File: src/rtl/decode_stage.sv
// decode_stage: registered RV32I decode stage.
// Decodes instruction + PC into a full control bundle and buffers the result in a
// DEPTH-entry FIFO so fetch never sees combinational backpressure from execute.
// Optional RV32M decode is compiled in when DECODE_STAGE_RV32M_EN is defined; otherwise
// funct7 = 0000001 R-type encodings are illegal and o_out_muldiv is tied to 0.
module decode_stage #(
  parameter int unsigned XLEN  = 32,
  parameter int unsigned DEPTH = 2
) (
  input  logic            i_clk,
  input  logic            i_rst_n,
  input  logic            i_flush,
  input  logic            i_in_valid,
  output logic            o_in_ready,
  input  logic [31:0]     i_in_instr,
  input  logic [XLEN-1:0] i_in_pc,
  output logic            o_out_valid,
  input  logic            i_out_ready,
  output logic [XLEN-1:0] o_out_pc,
  output logic [XLEN-1:0] o_out_imm,
  output logic [4:0]      o_out_rs1,
  output logic [4:0]      o_out_rs2,
  output logic [4:0]      o_out_rd,
  output logic [2:0]      o_out_funct3,
  output logic [3:0]      o_out_alu_ctrl,
  output logic            o_out_alu_src,
  output logic [1:0]      o_out_alu_a_sel,
  output logic            o_out_branch,
  output logic            o_out_jal,
  output logic            o_out_jalr,
  output logic            o_out_mem_rd,
  output logic            o_out_mem_wr,
  output logic            o_out_mem_to_reg,
  output logic            o_out_reg_wr,
  output logic            o_out_illegal,
  output logic            o_out_muldiv
);

  // Elaboration-time parameter checks
  if (XLEN != 32) begin : g_bad_xlen
    $error("decode_stage: XLEN must be 32");
  end
  if ((DEPTH < 2) || ((DEPTH & (DEPTH - 1)) != 0)) begin : g_bad_depth
    $error("decode_stage: DEPTH must be a power of two >= 2");
  end

  localparam int unsigned AW = $clog2(DEPTH);
  localparam int unsigned CW = AW + 1;

  localparam logic [6:0] OpReg    = 7'b0110011;
  localparam logic [6:0] OpImm    = 7'b0010011;
  localparam logic [6:0] OpLoad   = 7'b0000011;
  localparam logic [6:0] OpStore  = 7'b0100011;
  localparam logic [6:0] OpBranch = 7'b1100011;
  localparam logic [6:0] OpJal    = 7'b1101111;
  localparam logic [6:0] OpJalr   = 7'b1100111;
  localparam logic [6:0] OpLui    = 7'b0110111;
  localparam logic [6:0] OpAuipc  = 7'b0010111;

  localparam logic [1:0] ASelRs1  = 2'b00;
  localparam logic [1:0] ASelPc   = 2'b01;
  localparam logic [1:0] ASelZero = 2'b10;

  typedef struct packed {
    logic [XLEN-1:0] pc;
    logic [XLEN-1:0] imm;
    logic [4:0]      rs1;
    logic [4:0]      rs2;
    logic [4:0]      rd;
    logic [2:0]      funct3;
    logic [3:0]      alu_ctrl;
    logic            alu_src;
    logic [1:0]      alu_a_sel;
    logic            branch;
    logic            jal;
    logic            jalr;
    logic            mem_rd;
    logic            mem_wr;
    logic            mem_to_reg;
    logic            reg_wr;
    logic            illegal;
  } bundle_t;

  // Instruction fields
  logic [6:0]      w_opcode;
  logic [2:0]      w_funct3;
  logic [6:0]      w_funct7;
  logic [XLEN-1:0] w_imm_i;
  logic [XLEN-1:0] w_imm_s;
  logic [XLEN-1:0] w_imm_b;
  logic [XLEN-1:0] w_imm_u;
  logic [XLEN-1:0] w_imm_j;

  assign w_opcode = i_in_instr[6:0];
  assign w_funct3 = i_in_instr[14:12];
  assign w_funct7 = i_in_instr[31:25];

  assign w_imm_i = {{(XLEN-12){i_in_instr[31]}}, i_in_instr[31:20]};
  assign w_imm_s = {{(XLEN-12){i_in_instr[31]}}, i_in_instr[31:25], i_in_instr[11:7]};
  assign w_imm_b = {{(XLEN-13){i_in_instr[31]}}, i_in_instr[31], i_in_instr[7],
                    i_in_instr[30:25], i_in_instr[11:8], 1'b0};
  assign w_imm_u = {i_in_instr[31:12], 12'b0};
  assign w_imm_j = {{(XLEN-21){i_in_instr[31]}}, i_in_instr[31], i_in_instr[19:12],
                    i_in_instr[20], i_in_instr[30:21], 1'b0};

  bundle_t w_dec;
  logic    w_bad;
`ifdef DECODE_STAGE_RV32M_EN
  logic    w_muldiv;
`endif

  // Combinational decode of the incoming instruction into a control bundle
  always_comb begin
    w_dec        = '0;
    w_bad        = 1'b0;
`ifdef DECODE_STAGE_RV32M_EN
    w_muldiv     = 1'b0;
`endif
    w_dec.pc     = i_in_pc;
    w_dec.rs1    = i_in_instr[19:15];
    w_dec.rs2    = i_in_instr[24:20];
    w_dec.rd     = i_in_instr[11:7];
    w_dec.funct3 = w_funct3;

    case (w_opcode)
      OpReg: begin
        w_dec.reg_wr = 1'b1;
        if (w_funct7 == 7'b0000000) begin
          w_dec.alu_ctrl = {1'b0, w_funct3};
        end else if ((w_funct7 == 7'b0100000) &&
                     ((w_funct3 == 3'b000) || (w_funct3 == 3'b101))) begin
          w_dec.alu_ctrl = {1'b1, w_funct3};
        end else if (w_funct7 == 7'b0000001) begin
`ifdef DECODE_STAGE_RV32M_EN
          w_dec.alu_ctrl = {1'b0, w_funct3};
          w_muldiv       = 1'b1;
`else
          w_bad = 1'b1;
`endif
        end else begin
          w_bad = 1'b1;
        end
      end
      OpImm: begin
        w_dec.reg_wr  = 1'b1;
        w_dec.alu_src = 1'b1;
        w_dec.imm     = w_imm_i;
        // Only SRAI carries instr[30] into the ALU op; other I-ops use it as imm bits
        if (w_funct3 == 3'b101) begin
          w_dec.alu_ctrl = {i_in_instr[30], w_funct3};
          if ((w_funct7 != 7'b0000000) && (w_funct7 != 7'b0100000)) begin
            w_bad = 1'b1;
          end
        end else begin
          w_dec.alu_ctrl = {1'b0, w_funct3};
          if ((w_funct3 == 3'b001) && (w_funct7 != 7'b0000000)) begin
            w_bad = 1'b1;
          end
        end
      end
      OpLoad: begin
        w_dec.mem_rd     = 1'b1;
        w_dec.mem_to_reg = 1'b1;
        w_dec.reg_wr     = 1'b1;
        w_dec.alu_src    = 1'b1;
        w_dec.imm        = w_imm_i;
        if ((w_funct3 == 3'b011) || (w_funct3 == 3'b110) || (w_funct3 == 3'b111)) begin
          w_bad = 1'b1;
        end
      end
      OpStore: begin
        w_dec.mem_wr  = 1'b1;
        w_dec.alu_src = 1'b1;
        w_dec.imm     = w_imm_s;
        if (w_funct3 > 3'b010) begin
          w_bad = 1'b1;
        end
      end
      OpBranch: begin
        w_dec.branch = 1'b1;
        w_dec.imm    = w_imm_b;
        case (w_funct3)
          3'b000, 3'b001: w_dec.alu_ctrl = 4'b1000;
          3'b100, 3'b101: w_dec.alu_ctrl = 4'b0010;
          3'b110, 3'b111: w_dec.alu_ctrl = 4'b0011;
          default:        w_bad          = 1'b1;
        endcase
      end
      OpJal: begin
        w_dec.jal       = 1'b1;
        w_dec.reg_wr    = 1'b1;
        w_dec.alu_src   = 1'b1;
        w_dec.alu_a_sel = ASelPc;
        w_dec.imm       = w_imm_j;
      end
      OpJalr: begin
        w_dec.jalr    = 1'b1;
        w_dec.reg_wr  = 1'b1;
        w_dec.alu_src = 1'b1;
        w_dec.imm     = w_imm_i;
        if (w_funct3 != 3'b000) begin
          w_bad = 1'b1;
        end
      end
      OpLui: begin
        w_dec.reg_wr    = 1'b1;
        w_dec.alu_src   = 1'b1;
        w_dec.alu_a_sel = ASelZero;
        w_dec.imm       = w_imm_u;
      end
      OpAuipc: begin
        w_dec.reg_wr    = 1'b1;
        w_dec.alu_src   = 1'b1;
        w_dec.alu_a_sel = ASelPc;
        w_dec.imm       = w_imm_u;
      end
      // Also catches every word whose low two bits are not 11
      default: w_bad = 1'b1;
    endcase

    // Illegal entries still flow down the pipe but must not cause side effects
    if (w_bad) begin
      w_dec.reg_wr     = 1'b0;
      w_dec.mem_rd     = 1'b0;
      w_dec.mem_wr     = 1'b0;
      w_dec.mem_to_reg = 1'b0;
      w_dec.branch     = 1'b0;
      w_dec.jal        = 1'b0;
      w_dec.jalr       = 1'b0;
    end
    w_dec.illegal = w_bad;
    if (w_dec.rd == 5'd0) begin
      w_dec.reg_wr = 1'b0;
    end
  end

  // Output queue state
  bundle_t        r_mem [DEPTH];
  logic [AW-1:0]  r_wr_ptr;
  logic [AW-1:0]  r_rd_ptr;
  logic [CW-1:0]  r_count;
  logic           w_push;
  logic           w_pop;

  assign o_in_ready  = (r_count != CW'(DEPTH));
  assign o_out_valid = (r_count != '0);
  assign w_push      = i_in_valid && o_in_ready && !i_flush;
  assign w_pop       = o_out_valid && i_out_ready && !i_flush;

  // Pointer and occupancy tracking; flush wins over push and pop
  always_ff @(posedge i_clk or negedge i_rst_n) begin
    if (!i_rst_n) begin
      r_wr_ptr <= '0;
      r_rd_ptr <= '0;
      r_count  <= '0;
    end else if (i_flush) begin
      r_wr_ptr <= '0;
      r_rd_ptr <= '0;
      r_count  <= '0;
    end else begin
      if (w_push) begin
        r_wr_ptr <= r_wr_ptr + AW'(1);
      end
      if (w_pop) begin
        r_rd_ptr <= r_rd_ptr + AW'(1);
      end
      case ({w_push, w_pop})
        2'b10:   r_count <= r_count + CW'(1);
        2'b01:   r_count <= r_count - CW'(1);
        default: r_count <= r_count;
      endcase
    end
  end

  // Bundle storage; cleared on reset so head outputs read zero while empty
  always_ff @(posedge i_clk or negedge i_rst_n) begin
    if (!i_rst_n) begin
      for (int i = 0; i < DEPTH; i++) begin
        r_mem[i] <= '0;
      end
    end else if (w_push) begin
      r_mem[r_wr_ptr] <= w_dec;
    end
  end

  bundle_t w_head;
  assign w_head = r_mem[r_rd_ptr];

  assign o_out_pc         = w_head.pc;
  assign o_out_imm        = w_head.imm;
  assign o_out_rs1        = w_head.rs1;
  assign o_out_rs2        = w_head.rs2;
  assign o_out_rd         = w_head.rd;
  assign o_out_funct3     = w_head.funct3;
  assign o_out_alu_ctrl   = w_head.alu_ctrl;
  assign o_out_alu_src    = w_head.alu_src;
  assign o_out_alu_a_sel  = w_head.alu_a_sel;
  assign o_out_branch     = w_head.branch;
  assign o_out_jal        = w_head.jal;
  assign o_out_jalr       = w_head.jalr;
  assign o_out_mem_rd     = w_head.mem_rd;
  assign o_out_mem_wr     = w_head.mem_wr;
  assign o_out_mem_to_reg = w_head.mem_to_reg;
  assign o_out_reg_wr     = w_head.reg_wr;
  assign o_out_illegal    = w_head.illegal;

`ifdef DECODE_STAGE_RV32M_EN
  logic [DEPTH-1:0] r_muldiv;

  // Muldiv flag storage, kept parallel to the bundle queue
  always_ff @(posedge i_clk or negedge i_rst_n) begin
    if (!i_rst_n) begin
      r_muldiv <= '0;
    end else if (w_push) begin
      r_muldiv[r_wr_ptr] <= w_muldiv;
    end
  end

  assign o_out_muldiv = r_muldiv[r_rd_ptr];
`else
  assign o_out_muldiv = 1'b0;
`endif

endmodule

File: config.mk
export PLATFORM = sky130hd
export DESIGN_NAME = decode_stage
export DESIGN_NICKNAME = d
export VERILOG_FILES = /design/src/rtl/decode_stage.sv
export SDC_FILE = /design/constraint.sdc
export NUM_CORES = 1
export LEC_CHECK = 0
export ABC_CLOCK_PERIOD_IN_PS = 2300
export BUFFER_PORTS_ARGS = -buffer_cell sky130_fd_sc_hd__buf_4
export CORE_MARGIN = 5
export CORE_UTILIZATION = 60
export DETAILED_ROUTE_END_ITERATION = 7
export PLACE_DENSITY = 0.88
export SETUP_SLACK_MARGIN = 0.15
export SYNTH_ARGS = -nofsm -noshare
export SYNTH_HDL_FRONTEND = slang
export SYNTH_SLANG_ARGS = --single-unit
File: constraint.sdc
create_clock -name i_clk -period 2.3 [get_ports i_clk]
set_input_delay 0.115 -clock i_clk [delete_from_list [all_inputs] [get_ports i_clk]]
set_output_delay 0.115 -clock i_clk [all_outputs]
set_load 0.01 [all_outputs]
* Word level (Yosys, flattened, before mapping)
Cells that the tools add are included.
** Cells by class
- Eq/ne operators :: 20
- Mux-type cells :: 38
- Magnitude comparators :: 4
- Bitwise operators :: 2
- Reductions and logical operators :: 31
- $add $sub $neg :: 4
** Operators by type and width (count)
- $mux W97 :: 4
- $bwmux W194 :: 1
- $pmux W32 S5 :: 1
- $demux W97 S1 :: 1
- $eq A7 B6 Y1 const B :: 4
- $pmux W4 S3 :: 2
- $eq A7 B7 Y1 const B :: 3
- $mux W1 :: 21
- $eq A7 B5 Y1 const B :: 2
- $reduce_or A7 Y1 :: 2
- $eq A3 B3 Y1 const B :: 4
- $mux W4 :: 3
- $reduce_or A2 Y1 :: 5
- $logic_and A1 B1 Y1 :: 8
- $pmux W2 S2 :: 2
- $eq A7 B2 Y1 const B :: 1
- $logic_not A7 Y1 :: 1
- $mux W7 :: 1
- $ne A7 B6 Y1 const B :: 1
- $pmux W1 S7 :: 1
- $reduce_bool A7 Y1 :: 1
- $reduce_bool A2 Y1 :: 3
- $reduce_bool A3 Y1 :: 2
- $reduce_or A3 Y1 :: 2
- other kinds (18) :: 23
** Storage, ports and cells
- Word-level logic and storage cells :: 136
- Output and inout bits :: 100
- Register bits :: 198

* Logic depth before layout (Yosys ltp)
Gate-level depths: netlist (run 1).
- Depth after elaboration :: 9
- Depth in mapped cells :: 8
- Mapped depth without buffers :: 5

* Worst setup path before layout (run 1)
Ideal clock, no wire load.
- Kind :: register -> register
- From :: register r_count[0]
- To :: register r_mem[13] (netlist name)
- Data required time :: 2175 ps
- Library setup time :: 125 ps
- Period minus slack after synthesis :: 1603 ps
- Path buffers :: 1
- Path slack :: 697 ps
- Cell stages (with the launch flop) :: 6
- Data arrival time :: 1478 ps
- Cells stage by stage :: dfrtp_1 nand2b_2 nand2_4 nor3_2 buf_2 mux2_2
** On the way
- Word-level cells in the longest chain between the ends :: 3
** Ends and longest elaborated chain
- start: declaration :: line 241 : logic [CW-1:0] r_count;
- start signal: assignment :: line 268 : 2'b10: r_count <= r_count + CW'(1);
- start signal: assignment :: line 269 : 2'b01: r_count <= r_count - CW'(1);
- start signal: assignment :: line 270 : default: r_count <= r_count;
- $ne A2 B2 Y1 :: line 245 : assign o_in_ready = (r_count != CW'(DEPTH));
- via o_in_ready :: line 14 : output logic o_in_ready,
- $logic_and A1 B1 Y1 (2 in series) :: line 247 : assign w_push = i_in_valid && o_in_ready && !i_flush;
- end signal: indexed assignment :: line 282 : r_mem[r_wr_ptr] <= w_dec;
- end: declaration :: line 238 : bundle_t r_mem [DEPTH];
The timed path passes the listed nets, and every way through them passes these cells.
A chain may end at the register's enable or synchronous reset.

* Worst setup path after layout (run 1)
- From :: register r_rd_ptr
- To :: output o_out_imm[1]
** On the way
- Word-level cells in the longest chain between the ends :: 4
** Ends and longest elaborated chain
- start: declaration :: line 240 : logic [AW-1:0] r_rd_ptr;
- start signal: assignment :: line 265 : r_rd_ptr <= r_rd_ptr + AW'(1);
- $not A1 Y2 (not written as such) :: line 287 : assign w_head = r_mem[r_rd_ptr];
- $mux W97 (not written as such) (3 in series) :: line 287
- end: declaration :: line 20 : output logic [XLEN-1:0] o_out_imm,
No other way between the ends. The select of a mux whose other input is x is not followed.

==> impl_metrics.json, run 1 <==
{
  "required_ns": 2.18,
  "crit_fanout": 51,
  "syn_nets": 1050,
  "p_leak_nw": 5.824,
  "yosysWarnings": 0,
  "post-route-drc-count": 0,
  "tns_ns": 0,
  "drtAntennaViolNets": 0,
  "drt-vias-per-instance": 5.756,
  "arrival_ns": 1.86,
  "synth_edf_count": 0,
  "grt_use_total": 0.2916,
  "intPower_w": 0.007022,
  "ys_seq_area_frac": 0.5262,
  "grt_overflow": 0,
  "finalWeightedCongestion": 0.8918,
  "nets": 1251,
  "place_hpwl_mm": 16.05,
  "status": "completed",
  "post-cts-setup-buffer-count": 0,
  "ios": 169,
  "initial_core_util": 0.6132,
  "die_x_um": 134.6,
  "cp_cell_sequence": "buf_12 > mux2_2 > buf_4",
  "syn_avg_cell_area_um2": 9.502,
  "clk_pin_slew_ns": 0.07,
  "finalSetupViolCount": 0,
  "diodes": 0,
  "path_class": "flop to primary output",
  "cts_tree": "yes",
  "cap_violations": 0,
  "synthCells": 981,
  "fmax_mhz": 506.2,
  "via_count": 7955,
  "crit_path_end_kind": "primary output",
  "cp_num_buf_inv": 2,
  "fin_crit_ns": 1.975,
  "rrSetupSlack_ns": 0.37,
  "powerDensity_mw_per_mm2": 835.7,
  "cts_root_buf": "clkbuf_16",
  "worstMarginPinSlew_ns": 0.6150,
  "antenna_found_initial": 0,
  "max_stage_delay_ns": 0.52,
  "numCtsBuffers": 17,
  "firstDrtPassIters": 6,
  "clock_latency_ns": 0.44,
  "hp-class": "primary input to flop",
  "final.period_utilization": 0.8589,
  "maxSlewViolCount": 0,
  "synth_seq_cells": 196,
  "die_y_um": 134.6,
  "async_flop_share": 1.000,
  "switching_share": 0.2933,
  "wirelength_mm": 25.70,
  "peakVddDrop_uv": 702.0,
  "syn_area_mm2": 0.009321,
  "ctsHtreeMaxLevel": 4,
  "yosys_most_used_dff": "dfrtp_1",
  "rsz0062_at_grt": "no",
  "clockBufferDepth": 2,
  "seq_power_share": 0.452,
  "grt_pass1_vias": 8109,
  "slew_headroom": 0.5900,
  "num_rows": 45,
  "cts.sinks": 196,
  "p_clk_frac": 0.304,
  "grt_max_degree": 78,
  "hold_viol_final": 0,
  "die-area_mm2": 0.01813,
  "grt_pass1_wl_mm": 41.90,
  "port_buffers": 167,
  "p_switching_w": 0.002915,
  "drt_iter0_drc": 781,
  "critPathTopFamily": "flip-flops",
  "drive_gt1_frac": 0.2923,
  "core_mm2": 0.01520,
  "start_kind": "flop",
  "place_area_mm2": 0.01067,
  "finalClockSkew_ns": 0.008928,
  "pwr-share-comb": 0.244,
  "areaGrowthSynthToFinish_pct": 27.56,
  "slowest_stage": "dfrtp_4",
  "fin_area_mm2": 0.01189,
  "synth_cell_types": 63,
  "wl_per_cell_um": 18.60
}
## state kept, by name, summed over array words and instances, names as in the netlist
| name | count |
|---|---|
| r_wr_ptr | 1 |
| r_count | 2 |
| r_rd_ptr | 1 |
| r_mem | 192 |
## area by class of cell
class | instances | area (um2)
clock buffer | 21 | 480.5
clock inverter | 10 | 122.6
fill | 899 | 3312
inverter | 3 | 11.26
multi-input combinational | 720 | 4056
sequential | 196 | 4908
tap | 188 | 235.2
timing repair buffer | 244 | 2076
## timing repair
item,4_1_cts,5_1_grt
hold endpoints to repair,211,0
resized for setup,0,2
hold buffers,60,0
setup endpoints to repair,0,11
## power by group through the flow
| stage | clock network, W | logic [W] | registers (W) |
|---|---|---|---|
| final | 0.00302 | 0.00243 | 0.00449 |
| after global routing | 0.00319 | 0.00266 | 0.00457 |
| after CTS | 0.00305 | 0.00240 | 0.00447 |
| after detailed placement | 0 | 0.00229 | 0.00452 |
| after global placement | 0 | 0.00222 | 0.00448 |
| after floorplan | 0 | 0.00136 | 0.00440 |
## per-stage QoR
stage / total power [W] / instances / setup slack [ns] / hold WS (ns) / util
2_1_floorplan: 0.005757 / 981 / 0.6972 / -0.1806 / -
3_3_place_gp: 0.006700 / 1291 / 0.3721 / 0.1755 / 0.7020
3_5_place_dp: 0.006802 / 1291 / 0.3122 / 0.1808 / 0.7020
4_1_cts: 0.009928 / 1382 / 0.2391 / 0.02966 / 0.7812
5_1_grt: 0.01041 / 1382 / 0.2713 / 0.06256 / 0.7821
6_report: 0.009936 / 1382 / 0.3246 / 0.06962 / 0.7821
## routing by layer
metal  share of wire  up-vias  global-route usage
li1                -     3636                   -
met1            0.41     3868              0.3910
met2            0.49      398              0.4755
met3           0.077       53             0.06520
met4           0.022        0             0.09559
met5               0        -                   0
## synth_stat cells (3+ instances only)
master | n | share of area
nand2_1 | 370 | 0.15
dfrtp_1 | 196 | 0.53
mux2_2 | 108 | 0.13
nor2_1 | 65 | 0.026
a21oi_1 | 46 | 0.025
o21ai_0 | 43 | 0.023
buf_2 | 21 | 0.011
clkbuf_1 | 15 | 0.0060
buf_4 | 13 | 0.010
buf_6 | 9 | 0.011
a22oi_1 | 5 | 0.0040
a21oi_2 | 4 | 0.0038
a31oi_1 | 4 | 0.0027
nand3b_1 | 4 | 0.0032
nor2b_1 | 4 | 0.0027
and3_1 | 3 | 0.0020
inv_1 | 3 | 0.0012
nand2b_1 | 3 | 0.0020
nand3_1 | 3 | 0.0016
nor3_1 | 3 | 0.0016
nor3b_1 | 3 | 0.0024
o21ai_1 | 3 | 0.0016
o22ai_1 | 3 | 0.0020
or3_1 | 3 | 0.0020
## placed cells by master, fill, tap and decap left out, types with 3 or more instances in the layout
cell,count
a21oi_1,46
a22oi_1,5
a31oi_1,4
and3_1,3
buf_12,7
buf_4,176
clkbuf_16,17
clkbuf_8,5
dfrtp_1,195
dlygate4sd3_1,60
inv_1,3
mux2_2,108
nand2_1,370
nand2b_1,3
nand3_1,3
nand3b_1,4
nor2_1,65
nor2b_1,4
nor3_1,3
nor3b_1,3
o21ai_0,43
o21ai_1,3
o22ai_1,3
## cell families after synthesis
logic type	count (synthesis)	synth area share
other	1	0.0004023
AND/OR/NAND/NOR	485	0.2179
flip-flops	196	0.5262
XOR/XNOR	2	0.001880
multiplexers	108	0.1305
AO/OA/AOI/OAI	124	0.08054
buffers and inverters	65	0.04268
## worst reg2reg max path: stages, from the launching register on
cell,delay (ns)
dfrtp_1,0.41
nand2b_2,0.19
nand2_4,0.10
or3_4,0.55
buf_4,0.31
nand2_1,0.12
o21ai_0,0.12
## worst paths after layout
kind                            cells past startpoint                    from                     end
worst max-delay path                                3    r_rd_ptr$_DFFE_PN0P_            o_out_imm[1]
worst min-delay path                                3          i_in_instr[31]   r_mem[64]$_DFFE_PN0P_
worst max register to register                      6  r_count[0]$_DFFE_PN0P_   r_mem[35]$_DFFE_PN0P_
worst min register to register                      2   r_mem[80]$_DFFE_PN0P_   r_mem[80]$_DFFE_PN0P_
max in group asynchronous                           3                 i_rst_n  r_mem[170]$_DFFE_PN0P_
min in group asynchronous                           2                 i_rst_n  r_mem[182]$_DFFE_PN0P_
Power figures use the tool's default switching activity.
==> run 2: changes to the inputs <==
--- a/config.mk
+++ b/config.mk
@@ -6,7 +6,7 @@
 export NUM_CORES = 1
 export LEC_CHECK = 0
 export ABC_CLOCK_PERIOD_IN_PS = 2300
-export BUFFER_PORTS_ARGS = -buffer_cell sky130_fd_sc_hd__buf_4
+export BUFFER_PORTS_ARGS = -buffer_cell sky130_fd_sc_hd__buf_2
 export CORE_MARGIN = 5
 export CORE_UTILIZATION = 60
 export DETAILED_ROUTE_END_ITERATION = 7
==> run 2 against run 1 <==
Effect of this change: final area decreased by 4.1%; critical path depth unchanged; worst setup slack got worse by 0.13 ns; register-to-register slack about the same; utilization down 3.2 points; clock skew grew 0.0014 ns; first-iteration DRC count is 3.6% higher; global-route usage grew 0.21 points; flip-flop and latch count unchanged; combinational power down 9.9%; via count up 0.55%; count of clock-buffer cells in the layout grew 4; largest cell class unchanged.
==> impl_metrics.json, run 2 (synthesized netlist as in run 1, its figures left out) <==
{
  "n_fill_cell": 973,
  "cp_num_cells": 3,
  "setup_slack_ns": 0.1954,
  "die-area_mm2": 0.01813,
  "finalClockSkew_ns": 0.01033,
  "use_met1": 0.3709,
  "finalWeightedCongestion": 0.8942,
  "busiest_layer": "met2",
  "hp-class": "primary input to flop",
  "wl_per_cell_um": 18.78,
  "via_count": 7999,
  "ctsResizeCount": 0,
  "layout_common_cells": "nand2_1 (370), dfrtp_1 (195), buf_2 (166)",
  "drtAntennaViolNets": 0,
  "num_rows": 45,
  "rr_worst_depth": 6,
  "place_area_mm2": 0.01029,
  "port_buffers": 167,
  "worstHoldPathCells": 2,
  "fin_area_mm2": 0.01141,
  "r2r_end": "r_mem[122]$_DFFE_PN0P_",
  "critPathTopFamily": "flip-flops",
  "ios": 169,
  "cp-startpoint": "r_rd_ptr$_DFFE_PN0P_",
  "ctsHtreeMaxLevel": 4,
  "max_stage_delay_ns": 0.75,
  "cts.sinks": 196,
  "clockBufferDepth": 2,
  "clock_latency_ns": 0.43,
  "antenna_found_initial": 0,
  "clk_pin_slew_ns": 0.06,
  "crit_fanout": 28,
  "post-route-drc-count": 0,
  "grt_use_met3": 0.08458,
  "r2r_start": "r_count[0]$_DFFE_PN0P_",
  "maxSlewViolCount": 0,
  "core_mm2": 0.01520,
  "finalSetupViolCount": 0,
  "grt_pass1_vias": 8218,
  "fmax_mhz": 475.2,
  "cp_num_buf_inv": 2,
  "firstDrtPassIters": 5,
  "start_kind": "flop",
  "rrSetupSlack_ns": 0.37,
  "drive_gt1_frac": 0.2959,
  "diodes": 0,
  "drt_iter0_drc": 809,
  "final.period_utilization": 0.9150,
  "grt_pass1_wl_mm": 42.17,
  "grt_use_total": 0.2938,
  "largest_reg_flops": 192,
  "hold_viol_final": 0,
  "drt-vias-per-instance": 5.792,
  "required_ns": 2.18,
  "slew_headroom": 0.5519,
  "peakVddDrop_uv": 553.4,
  "crit_end": "o_out_rd[3]",
  "reg_top3": "r_mem x192, r_count x2",
  "die_x_um": 134.6,
  "place_hpwl_mm": 16.04,
  "crit_path_end_kind": "primary output",
  "die_y_um": 134.6,
  "nets": 1249,
  "arrival_ns": 1.99,
  "grt_overflow": 0,
  "powerDensity_mw_per_mm2": 850.9,
  "top_register": "r_mem",
  "grt_max_degree": 69,
  "cap_violations": 0,
  "fin_crit_ns": 2.105,
  "dpl_worst_slack_ns": 0.3804,
  "wirelength_mm": 25.94,
  "met2_usage": 0.4847,
  "multi_input_area_mm2": 0.004041,
  "tns_ns": 0,
  "layout_commonest_cell": "nand2_1",
  "seq_area_mm2": 0.004908,
  "rsz0062_at_grt": "no",
  "cp_cell_sequence": "buf_12 > mux2_2 > buf_2",
  "status": "completed",
  "cts_tree": "yes",
  "initial_core_util": 0.6132,
  "post-route-util": 0.7505,
  "worstMarginPinSlew_ns": 0.6699,
  "slowest_stage": "dfrtp_4",
  "p_leak_nw": 5.710,
  "areaGrowthSynthToFinish_pct": 22.39,
  "path_class": "flop to primary output",
  "cts_root_buf": "clkbuf_16",
  "numCtsBuffers": 17
}
## run 2: cell count changes in the layout (fill, tap and decap cells not counted), sizes merged
| cell | delta |
|---|---|
| clkbuf | +4 |
| buf | +6 |
| clkinv | -2 |
| inv | -1 |
| dlygate4sd3 | -8 |
## run 2: timing repair
item	4_1_cts	5_1_grt
endpoints found under the hold margin	173	0
hold buffers	52	0
setup endpoints to repair	0	0
setup buffers	0	0
## run 2: cell type report
cell class / instances / share of cell area
inverter: 3 / 0.0009871
clock buffer: 25 / 0.04431
sequential: 196 / 0.4302
multi-input combinational: 720 / 0.3542
clock inverter: 7 / 0.008226
timing repair buffer: 242 / 0.1414
tap: 188 / 0.02062
## run 2: report_power, final
group	total, W	switching, W	internal, W
clock	0.00300	0.00126	0.00175
combinational	0.00219	0.00121	0.000980
sequential	0.00452	0.000402	0.00411
## run 2: metrics by stage
step	power [W]	hold slack, ns	cells
after floorplan	0.005757	-0.1806	981
after global placement	0.006475	0.1531	1297
after detailed placement	0.006577	0.1463	1297
after CTS	0.009663	0.002119	1381
after global routing	0.01018	0.007330	1381
final	0.009708	0.01677	1381
## run 2: worst min path at each step
stage | startpoint | endpoint | slack [ns]
floorplan | i_rst_n | r_count[0]$_DFFE_PN0P_ | -0.18
global placement | i_rst_n | r_mem[179]$_DFFE_PN0P_ | 0.15
detailed placement | i_rst_n | r_mem[179]$_DFFE_PN0P_ | 0.15
CTS | i_flush | r_rd_ptr$_DFFE_PN0P_ | 0.002
global route | i_in_instr[12] | r_mem[15]$_DFFE_PN0P_ | 0.007
finish | i_flush | r_rd_ptr$_DFFE_PN0P_ | 0.02
## run 2: worst register-to-register path, cell delays in order, from the launching register on
cell and delay, ns:
dfrtp_1 0.41, nand2b_2 0.19, nand2_4 0.10, nor3_4 0.53, buf_4 0.42, nand2_1 0.14
nand2_1 0.08
## run 2: per-layer routing
metal,part of all wire,up-vias
met4,0.032,0
met5,0,-
li1,-,3630
met3,0.098,68
met2,0.49,473
met1,0.38,3828
==> run 3: changes to the inputs <==
==> config.mk (replaced) <==
export PLATFORM = sky130hd
export DESIGN_NAME = decode_stage
export DESIGN_NICKNAME = d
export VERILOG_FILES = /design/src/rtl/decode_stage.sv
export SDC_FILE = /design/constraint.sdc
export NUM_CORES = 1
export LEC_CHECK = 0
export ABC_CLOCK_PERIOD_IN_PS = 2240
export BUFFER_PORTS_ARGS = -buffer_cell sky130_fd_sc_hd__buf_4
export CORE_MARGIN = 5
export CORE_UTILIZATION = 56
export DETAILED_ROUTE_END_ITERATION = 7
export PLACE_DENSITY = 0.83
export SETUP_SLACK_MARGIN = 0.15
export SYNTH_ARGS = -nofsm -noshare
export SYNTH_HDL_FRONTEND = slang
export SYNTH_SLANG_ARGS = --single-unit
==> constraint.sdc (replaced) <==
create_clock -name i_clk -period 2.24 [get_ports i_clk]
set_input_delay 0.112 -clock i_clk [delete_from_list [all_inputs] [get_ports i_clk]]
set_output_delay 0.112 -clock i_clk [all_outputs]
set_load 0.01 [all_outputs]
==> run 3 against run 2 <==
Effect of this change: hold slack better by 0.0041 ns; count of clock-buffer cells in the layout is 4 lower; clock skew is 0.0031 ns lower; critical path type is now flop to flop.
==> impl_metrics.json, run 3 (synthesized netlist as in run 1, its figures left out) <==
{
  "nets": 1246,
  "start_kind": "flop",
  "fmax_mhz": 510.0,
  "firstDrtPassIters": 5,
  "grt_use_total": 0.2588,
  "wirelength_mm": 25.28,
  "cts_tree": "yes",
  "tns_ns": 0,
  "status": "completed",
  "final.period_utilization": 0.8753,
  "maxSlewViolCount": 0,
  "post-route-drc-count": 0,
  "hp-class": "primary input to flop",
  "wl_per_cell_um": 17.94,
  "switching_share": 0.2969,
  "seq_power_share": 0.462,
  "hold_viol_final": 0,
  "min_from": "i_in_instr[30]",
  "drt_iter0_drc": 686,
  "grt_max_degree": 97,
  "finalSetupViolCount": 0,
  "cp-startpoint": "r_count[0]$_DFFE_PN0P_",
  "layout_commonest_cell": "nand2_1",
  "cts.sinks": 196,
  "crit_path_end_kind": "flop",
  "peakVddDrop_uv": 593.4,
  "die_y_um": 139.0,
  "die-area_mm2": 0.01933,
  "port_buffers": 167,
  "finalWeightedCongestion": 0.8811,
  "num_rows": 47,
  "grt_overflow": 0,
  "reg_top3": "r_mem x192, r_count x2",
  "intPower_w": 0.007001,
  "worstMarginPinSlew_ns": 0.5674,
  "grt_pass1_wl_mm": 40.95,
  "p_switching_w": 0.002957,
  "drt-vias-per-instance": 5.561,
  "fin_area_mm2": 0.01182,
  "path_class": "flop to flop",
  "p_total_w": 0.009958,
  "slew_headroom": 0.6177,
  "clk_pin_slew_ns": 0.07,
  "diodes": 0,
  "p_leak_nw": 5.767,
  "clock_latency_ns": 0.43,
  "ctsHtreeMaxLevel": 4,
  "whs_ns": 0.02086,
  "areaGrowthSynthToFinish_pct": 26.81,
  "initial_core_util": 0.5661,
  "numCtsBuffers": 17,
  "fin_crit_ns": 1.961,
  "antenna_found_initial": 0,
  "pwr-share-comb": 0.248,
  "via_count": 7836,
  "cts_root_buf": "clkbuf_16",
  "arrival_ns": 2.24,
  "drtAntennaViolNets": 0,
  "r2r_start": "r_count[0]$_DFFE_PN0P_",
  "die_x_um": 139.0,
  "ios": 169,
  "powerDensity_mw_per_mm2": 842.5,
  "cap_violations": 0,
  "crit_fanout": 44,
  "rsz0062_at_grt": "no",
  "grt_pass1_vias": 7858,
  "place_area_mm2": 0.01066,
  "required_ns": 2.52,
  "p_clk_frac": 0.290,
  "top_register": "r_mem",
  "layout_common_cells": "nand2_1 (370), dfrtp_1 (195), buf_4 (174)",
  "finalClockSkew_ns": 0.007222,
  "core_mm2": 0.01647,
  "place_hpwl_mm": 15.72,
  "clockBufferDepth": 2,
  "largest_reg_flops": 192,
  "drive_gt1_frac": 0.2885,
  "post-route-util": 0.7179
}
run 3: cell types whose count changed in the layout (fill, tap and decap cells not counted), sizes merged:
cell | previous run | this run
dlygate4sd3 | 52 | 58
clkinv | 2 | 4
clkbuf | 26 | 23
inv | 4 | 5
bufinv | 2 | 1
buf | 189 | 179
clkinvlp | 2 | 3
run 3: worst paths after layout:
| kind | cells past startpoint | to | slack [ns] |
|---|---|---|---|
| max in group asynchronous | 3 | r_mem[66]$_DFFE_PN0P_ | 1.16 |
| max reg2reg | 5 | r_mem[12]$_DFFE_PN0P_ | 0.28 |
| max | 5 | r_mem[12]$_DFFE_PN0P_ | 0.28 |
| min reg2reg | 2 | r_mem[176]$_DFFE_PN0P_ | 0.47 |
| min | 3 | r_mem[160]$_DFFE_PN0P_ | 0.02 |
| min in group asynchronous | 2 | r_mem[88]$_DFFE_PN0P_ | 0.26 |
run 3: metrics by stage:
step / instances / setup WS (ns)
after floorplan: 981 / 0.6372
after CTS: 1408 / 0.1752
after detailed placement: 1319 / 0.3194
final: 1409 / 0.2794
after global placement: 1319 / 0.3881
after global routing: 1409 / 0.1677
run 3: power by group through the flow:
stage                     sequential [W]  combinational (W)  clock [W]
final                            0.00460            0.00247    0.00289
after global routing             0.00467            0.00271    0.00307
after CTS                        0.00458            0.00244    0.00294
after detailed placement         0.00463            0.00234          0
after global placement           0.00459            0.00227          0
after floorplan                  0.00452            0.00139          0
run 3: layer usage:
layer | part of all wire | routed length (um) | track usage | vias to the layer above
li1 | - | - | - | 3629
met1 | 0.42 | 10660 | 0.3534 | 3825
met2 | 0.49 | 12320 | 0.4219 | 345
met3 | 0.073 | 1857 | 0.05621 | 37
met4 | 0.018 | 444 | 0.07261 | 0
met5 | 0 | 0 | 0 | -
run 3: timing repair:
item                                    4_1_cts  5_1_grt
setup buffers                                 0        0
hold buffers                                 58        0
endpoints found under the setup margin        0        4
resized for setup                             0        1
hold endpoints to repair                    195        0
run 3: area by class of cell:
type                       count  area [um2]
multi-input combinational    720        4041
clock inverter                10       100.1
clock buffer                  21       450.4
tap                          220       275.3
timing repair buffer         239        2033
sequential                   196        4908
fill                        1159        4646
inverter                       3       11.26
run 3: worst max-delay path: stages, from the launching register on:
cell and delay, ns:
dfrtp_1 0.42, nand2b_2 0.23, nand2_4 0.13, or3_4 0.31
buf_4 0.49, o21ai_0 0.19
